<file path="config.mk">
export PLATFORM = sky130hd
export DESIGN_NAME = bit_stream_arbiter
export DESIGN_NICKNAME = d
export VERILOG_FILES = /design/src/rtl/bit_stream_arbiter.sv
export SDC_FILE = /design/constraint.sdc
export NUM_CORES = 1
export LEC_CHECK = 0
export BUFFER_PORTS_ARGS = -buffer_cell sky130_fd_sc_hd__buf_2
export CAP_MARGIN = 20
export CORE_UTILIZATION = 46
export DETAILED_ROUTE_END_ITERATION = 10
export GPL_TIMING_DRIVEN = 0
export PLACE_DENSITY = 0.72
export SYNTH_ARGS = -nofsm -noshare
export SYNTH_HDL_FRONTEND = slang
export SYNTH_SLANG_ARGS = --single-unit
export TNS_END_PERCENT = 1
</file>
<file path="constraint.sdc">
create_clock -name clk -period 1.5 [get_ports clk]
set_input_delay 0.3 -clock clk [delete_from_list [all_inputs] [get_ports clk]]
set_output_delay 0.3 -clock clk [all_outputs]
set_load 0.01 [all_outputs]
</file>
<file path="src/rtl/bit_stream_arbiter.sv">
// ---------------------------------------------------------------------------
// bit_stream_arbiter
//
// Round-robin arbiter that hands a shared serial channel to one of four
// requesters for a fixed-length frame of FRAME_LEN beats. While a lane holds
// the grant, its serial bit is forwarded to ser_out and the number of 1 bits
// in the frame is counted modulo 4. A one-cycle GAP state separates frames.
//
// Optional feature:
//   BIT_STREAM_ARBITER_ABORT_EN - when defined, a granted lane that drops its
//   request mid-frame aborts the frame (abort pulse instead of frame_done).
//   When undefined, the request is ignored after grant and abort is tied 0.
//
// Ports:
//   clk        - single clock, rising-edge active
//   reset      - synchronous, active-high reset
//   req        - [3:0] per-lane request
//   bit_in     - [3:0] per-lane serial data bit
//   gnt        - [3:0] registered one-hot grant, zero outside a frame
//   busy       - high while a frame is running
//   ser_out    - bit_in of the granted lane while running, else 0
//   ones_cnt   - [1:0] modulo-4 count of 1 bits in the current/last frame
//   frame_done - one-cycle pulse on completion of a full frame
//   done_id    - [1:0] lane of the last completed or aborted frame
//   abort      - one-cycle pulse on an aborted frame
// ---------------------------------------------------------------------------
module bit_stream_arbiter #(
    parameter int FRAME_LEN = 8
) (
    input  logic       clk,
    input  logic       reset,
    input  logic [3:0] req,
    input  logic [3:0] bit_in,
    output logic [3:0] gnt,
    output logic       busy,
    output logic       ser_out,
    output logic [1:0] ones_cnt,
    output logic       frame_done,
    output logic [1:0] done_id,
    output logic       abort
);

    typedef enum logic [1:0] {
        IDLE = 2'd0,
        RUN  = 2'd1,
        GAP  = 2'd2
    } state_e;

    localparam logic [3:0] LAST_BEAT = 4'(FRAME_LEN - 1);

    state_e     state_q;
    logic [3:0] gnt_q;
    logic [1:0] win_q;
    logic [1:0] ptr_q;
    logic [3:0] beat_q;
    logic [1:0] ones_q;
    logic [1:0] done_id_q;
    logic       frame_done_q;

    logic [1:0] win_d;
    logic       found_d;
    logic [1:0] idx;
    logic       lane_bit;
    logic       drop;

    // Round-robin search: first requesting lane at or after ptr, wrapping.
    always_comb begin
        // NOTE: every variable gets a default before any conditional write so
        // no path leaves it unassigned, which would otherwise infer a latch.
        win_d   = ptr_q;
        found_d = 1'b0;
        idx     = ptr_q;
        for (int i = 0; i < 4; i++) begin
            idx = ptr_q + 2'(i);
            if (!found_d && req[idx]) begin
                win_d   = idx;
                found_d = 1'b1;
            end
        end
    end

    assign lane_bit = bit_in[win_q];

`ifdef BIT_STREAM_ARBITER_ABORT_EN
    logic abort_q;
    // Granted lane withdrew its request: the frame ends this cycle.
    assign drop  = (state_q == RUN) && !req[win_q];
    assign abort = abort_q;
`else
    assign drop  = 1'b0;
    assign abort = 1'b0;
`endif

    always_ff @(posedge clk) begin
        // NOTE: non-blocking assignments for all sequential state, so every
        // register samples the pre-edge values regardless of statement order.
        if (reset) begin
            state_q      <= IDLE;
            gnt_q        <= 4'b0;
            win_q        <= 2'd0;
            ptr_q        <= 2'd0;
            beat_q       <= 4'd0;
            ones_q       <= 2'd0;
            done_id_q    <= 2'd0;
            frame_done_q <= 1'b0;
`ifdef BIT_STREAM_ARBITER_ABORT_EN
            abort_q      <= 1'b0;
`endif
        end else begin
            // Pulses are high only in the cycle after the event that sets them.
            frame_done_q <= 1'b0;
`ifdef BIT_STREAM_ARBITER_ABORT_EN
            abort_q      <= 1'b0;
`endif
            case (state_q)
                IDLE: begin
                    if (found_d) begin
                        state_q <= RUN;
                        gnt_q   <= 4'b0001 << win_d;
                        win_q   <= win_d;
                        ptr_q   <= win_d + 2'd1;
                        beat_q  <= 4'd0;
                        ones_q  <= 2'd0;
                    end
                end
                RUN: begin
                    if (drop) begin
                        // Aborted beat is not counted.
                        state_q   <= GAP;
                        gnt_q     <= 4'b0;
                        done_id_q <= win_q;
`ifdef BIT_STREAM_ARBITER_ABORT_EN
                        abort_q   <= 1'b1;
`endif
                    end else begin
                        if (lane_bit) begin
                            ones_q <= ones_q + 2'd1;
                        end
                        if (beat_q == LAST_BEAT) begin
                            state_q      <= GAP;
                            gnt_q        <= 4'b0;
                            frame_done_q <= 1'b1;
                            done_id_q    <= win_q;
                        end else begin
                            beat_q <= beat_q + 4'd1;
                        end
                    end
                end
                GAP: begin
                    state_q <= IDLE;
                end
                default: begin
                    state_q <= IDLE;
                end
            endcase
        end
    end

    // busy and ser_out are forced low combinationally while reset is asserted.
    assign busy       = (state_q == RUN) && !reset;
    assign ser_out    = busy && lane_bit && !drop;
    assign gnt        = gnt_q;
    assign ones_cnt   = ones_q;
    assign frame_done = frame_done_q;
    assign done_id    = done_id_q;

endmodule

</file>
## Word level (Yosys, flattened, before mapping)

Index checks and enable logic that the tools add are counted.

| storage, ports and cells | value |
|---|---|
| register bits | 19 |
| input port bits | 10 |
| output and inout port bits | 12 |
| word-level logic and storage cells | 75 |

| cells by class | value |
|---|---|
| add/subtract/negate cells | 6 |
| magnitude comparators | 5 |
| eq/ne operators | 6 |
| shift operators | 1 |
| muxes and demuxes | 30 |
| bitwise logic cells | 1 |
| reductions and logical operators | 18 |

Operator list:

| kind | number |
|---|---|
| 4-bit two-way mux | 4 |
| 4-bit case mux with 2 select lines | 2 |
| 2-bit by 3-bit < comparator with 1-bit output (second input constant) | 5 |
| 2-bit two-way mux | 7 |
| 1-bit binary-select mux with 2-bit select | 5 |
| 1-bit two-way mux | 10 |
| 3-bit AND reduction | 3 |
| 2-bit inequality test (second input constant) | 4 |
| 2-bit case mux with 2 select lines | 2 |
| 2-bit by 1-bit adder with 2-bit output (second input constant) | 3 |
| 2-bit AND reduction | 3 |
| 1-bit logical AND | 5 |
| 2-bit adder (second input constant) | 2 |
| 4-bit by 1-bit adder with 4-bit output (second input constant) | 1 |
| 4-bit by 3-bit == test with 1-bit output (second input constant) | 1 |
| 1-bit logical NOT | 4 |
| 1-bit by 2-bit left shift with 4-bit output (first input constant) | 1 |
| 2-bit by 1-bit == test with 1-bit output (second input constant) | 1 |
| 2-bit logical NOT | 1 |
| 2-bit nonzero test | 1 |
| 2-bit OR reduction | 1 |
| 1-bit NOT | 1 |

## Logic depth before layout (Yosys ltp)

| depth | value |
|---|---|
| depth after elaboration | 15 |
| mapped depth | 7 |
| gate-level depth less buffers | 7 |

## Worst setup path before layout

Ideal clock, no wire load.

| path | value |
|---|---|
| path type | input to register |
| start | input req[0] |
| end | register gnt_q[0] (netlist: gnt[0]) |
| library setup time | 0.128 ns |
| data arrival time | 1.343 ns |
| setup slack | 0.029 ns |
| stages on the path | 5 |
| path buffers | 1 |
| path through | or4_4 -> and2_4 -> buf_6 -> a22oi_1 -> nor2_1 |

| between the ends | value |
|---|---|
| longest elaborated chain between the ends | 15 |

RTL lines:

| element | line | RTL |
|---|---|---|
| from (decl) | 32 | `input logic [3:0] req,` |
| 1-bit binary-select mux with 2-bit select | 75 | `if (!found_d && req[idx]) begin` |
| 1-bit two-way mux (implied by the code) | 75 |  |
| 1-bit two-way mux | 75 |  |
| 1-bit logical NOT | 75 |  |
| 1-bit logical AND | 75 |  |
| 1-bit two-way mux | 75 |  |
| 1-bit logical NOT | 75 |  |
| 1-bit logical AND | 75 |  |
| 1-bit two-way mux | 75 |  |
| 1-bit logical NOT | 75 |  |
| 1-bit logical AND | 75 |  |
| 2-bit two-way mux | 75 |  |
| 1-bit by 2-bit left shift with 4-bit output | 119 | `gnt_q <= 4'b0001 << win_d;` |
| 4-bit two-way mux | 117 | `if (found_d) begin` |
| 4-bit case mux with 2 select lines | 115 | `case (state_q)` |
| to (signal assigned) | 119 |  |
| to (decl) | 52 | `logic [3:0] gnt_q;` |

Several ways; a longest one is shown, not always the timed one. The select of a mux whose other input is x is not followed.
A chain may end at the register's enable or synchronous reset.

## Worst setup path in the final report

| path | value |
|---|---|
| start | register win_q[0] |
| end | output ser_out |

| between the ends | value |
|---|---|
| longest elaborated chain between the ends | 3 |

RTL lines:

| element | line | RTL |
|---|---|---|
| from (decl) | 53 | `logic [1:0] win_q;` |
| from (signal assigned) | 120 | `win_q <= win_d;` |
| 1-bit binary-select mux with 2-bit select | 82 | `assign lane_bit = bit_in[win_q];` |
| 1-bit two-way mux (implied by the code) | 82 |  |
| 1-bit logical AND | 161 | `assign ser_out = busy && lane_bit && !drop;` |
| to (decl) | 36 | `output logic ser_out,` |

No other way between the ends. The select of a mux whose other input is x is not followed.

==> impl_metrics.json <==
{
  "status": "finished with violations",
  "violations": "negative setup slack",
  "post_synth_num_cell_types": 35,
  "ys_async_sr_fraction": 0,
  "holdPathStages": 3,
  "reg2reg_to": "ptr_q[1]",
  "initial_utilization": 0.4917,
  "end_kind": "output pin",
  "hpwl_um": 1504,
  "crit_path_max_incr_delay_ps": 500,
  "n_antenna_cell": 0,
  "floorplan.rows": 16,
  "drt_wl_total_um": 2133,
  "grt_start_max_net_pins": 12,
  "yosysSeqAreaShare": 0.3943,
  "r2r-start": "ptr_q[1]",
  "antenna_found_initial": 0,
  "cts_hold_buffers": 0,
  "drt_iter0_drc": 5,
  "r2r_slack_ps": 30,
  "instances_no_fill": 163,
  "power_mw": 1.047,
  "powerDensity_mw_per_mm2": 895.1,
  "cts_buffer_depth": 2,
  "insertion_delay_ps": 300,
  "skew_ps": 3.435,
  "drive_gt1_frac": 0.3529,
  "synthFlopType": "dfxtp_1",
  "place.gp.congestion": 0.8024,
  "wire_per_inst_um": 13.09,
  "grt.total_usage": 0.2101,
  "core_area_mm2": 0.001962,
  "tightestPinTransition_ps": 543.1,
  "ys_ff_latch": 19,
  "max_slew_margin": 0.6379,
  "route.detailed.drc": 0,
  "io_pins": 22,
  "placed_area_mm2": 0.001099,
  "maxSlewViolCount": 0,
  "timing.fmax_ghz": 0.5799,
  "viasPerCell": 5.350,
  "synth_area_um2": 964.7,
  "postSynthAreaPerCell_um2": 8.691,
  "period_needed_ps": 1724,
  "cts_tree": "yes",
  "grt_pass1_wl_um": 3222,
  "dr_total_vias": 872,
  "drt-pass1-iter-count": 4,
  "setup_viol_count_final": 2,
  "fp.dieH_um": 47.80,
  "yosysWarnings": 0,
  "leakage_nw": 0.5076,
  "nets": 152,
  "h-tree-depth": 1,
  "numPortBuffers": 20,
  "cts_buffers": 3,
  "cts_sinks": 19,
  "first_global_vias": 742,
  "rsz0062_at_grt": "yes",
  "syn_inst": 111,
  "syn_nets": 126,
  "critPathRequiredTime_ps": 1200,
  "synth-edff-count": 0,
  "detail-route-antenna-nets": 0,
  "final_area_mm2": 0.001170,
  "crit_chain": "mux4_2, and2_1, buf_2",
  "crit_type": "flop to output pin",
  "hp-class": "primary input to flop",
  "root_buffer": "clkbuf_4",
  "critPathSlowestCell": "mux4_2",
  "utilization": 0.5963,
  "area_growth_pct": 21.27,
  "die-area_mm2": 0.002284,
  "ir_drop_v": 0.0005603,
  "overflow": 0,
  "holdPathEnd": "ones_cnt[1]",
  "crit_arrival_ps": 1420,
  "crit_path_start_kind": "flop",
  "hold_viol_final": 0,
  "critPathMaxFanout": 2,
  "cts.clk_slew.worst_paths_ps": 110,
  "setup_ws_ps": -224.3,
  "hold_start": "reset",
  "maxCapViolCount": 0,
  "die_w_um": 47.80,
  "fin_crit_sh": 1.150,
  "placed_cells": 158,
  "reg2regPathDepth": 7,
  "post-place-ws_ps": -244.4
}
routing by layer:
| metal | up-vias | part of all wire | track usage |
|---|---|---|---|
| met3 | 4 | 0.031 | 0.04906 |
| met2 | 18 | 0.47 | 0.3108 |
| met5 | - | 0 | 0 |
| met4 | 0 | 0.016 | 0.1222 |
| met1 | 408 | 0.48 | 0.2782 |
| li1 | 442 | - | - |
cell usage in the layout, fill, tap and decap left out, types with 2 or more instances in the layout:
cell type   n
o21ai_0     4
dfxtp_1    14
clkbuf_4    3
dfxtp_2     5
inv_2       2
a21oi_1     6
buf_2      20
o21ai_1     2
nand3b_1    2
nor3_1      4
a211oi_2    3
nand4b_1    2
nor2b_1     4
nand2_1     8
ha_1        4
nor2_1     16
a22oi_1     4
clkbuf_1    2
nand3_1     2
buf_4       3
inv_1       3
o31ai_1     2
sequential cells by signal, summed over array words and instances (netlist names):
register and count:
frame_done 1, ones_cnt 2, gnt 4, beat_q 4, ptr_q 2, done_id 2
win_q 2, state_q 2
Yosys cell counts, types with 2 or more instances:
cell type / count / area share
nand2_1: 8 / 0.031
a21oi_1: 7 / 0.036
nand3b_1: 2 / 0.016
nand3_1: 2 / 0.010
o21ai_0: 5 / 0.026
nor3_1: 5 / 0.026
a22oi_1: 4 / 0.031
inv_1: 5 / 0.019
nand4b_1: 2 / 0.018
nor2b_1: 4 / 0.026
ha_1: 5 / 0.065
dfxtp_1: 19 / 0.39
a211oi_2: 3 / 0.039
clkbuf_1: 3 / 0.012
nor2_1: 16 / 0.062
o31ai_1: 2 / 0.016
worst max-delay path, delay by kind of cell, from the launching register on:
family	cells	cell delay (ps)
multiplexers	1	500
AND/OR/NAND/NOR	1	140
flip-flops	1	360
buffers and inverters	1	130
kinds of logic (layout without fill, tap and decap cells):
| family | after synthesis | count (layout) | share of synthesized area |
|---|---|---|---|
| AOI/OAI and AO/OA | 29 | 29 | 0.2179 |
| xor gates and xnor gates | 1 | 1 | 0.009081 |
| adders and majority gates | 5 | 5 | 0.06485 |
| buffers and inverters | 10 | 35 | 0.05059 |
| DFF | 19 | 19 | 0.3943 |
| muxes | 1 | 1 | 0.02334 |
| other | 1 | 1 | 0.003887 |
| and+or+nand+nor | 45 | 45 | 0.2361 |
where the power goes:
part | switching [mW] | internal [mW] | total [mW]
Combinational | 0.121 | 0.0996 | 0.221
Sequential | 0.0265 | 0.534 | 0.561
Clock | 0.166 | 0.0994 | 0.266
timing repair:
item                       4_1_cts  5_1_grt
gates resized for setup          8        6
setup endpoints to repair        7       10
pin swaps                        5        1
hold endpoints to repair         0        0
setup buffers                    2        0
metrics by stage:
step | setup TNS [ps] | hold WS [ps]
after floorplan | 0 | 448.8
after global placement | -1396 | 459.9
after detailed placement | -1586 | 475.2
after CTS | -297.1 | 321.0
after global routing | -614.4 | 307.1
final | -228.7 | 316.1
layout make-up:
| cell class | instances | area, µm² |
|---|---|---|
| multi-input cells | 82 | 561.8 |
| plain buffers | 4 | 26.28 |
| clock inverters | 1 | 5.005 |
| flip-flops and latches | 19 | 386.6 |
| fillers | 187 | 792.0 |
| clock buffers | 3 | 22.52 |
| inverters | 5 | 18.77 |
| well taps | 27 | 33.78 |
| repair buffers | 22 | 115.1 |
how the worst max path moves through the flow:
stage | from | to | slack (ps) | cells after the start
2_1_floorplan | req[0] | gnt[0] | 30 | 5
3_3_place_gp | req[2] | gnt[2] | -210 | 8
3_5_place_dp | req[2] | gnt[3] | -240 | 8
4_1_cts | win_q[0] | ser_out | -230 | 3
5_1_grt | win_q[0] | ser_out | -270 | 3
6_report | win_q[0] | ser_out | -220 | 3
Note: power is estimated with default switching activity, not from simulation.
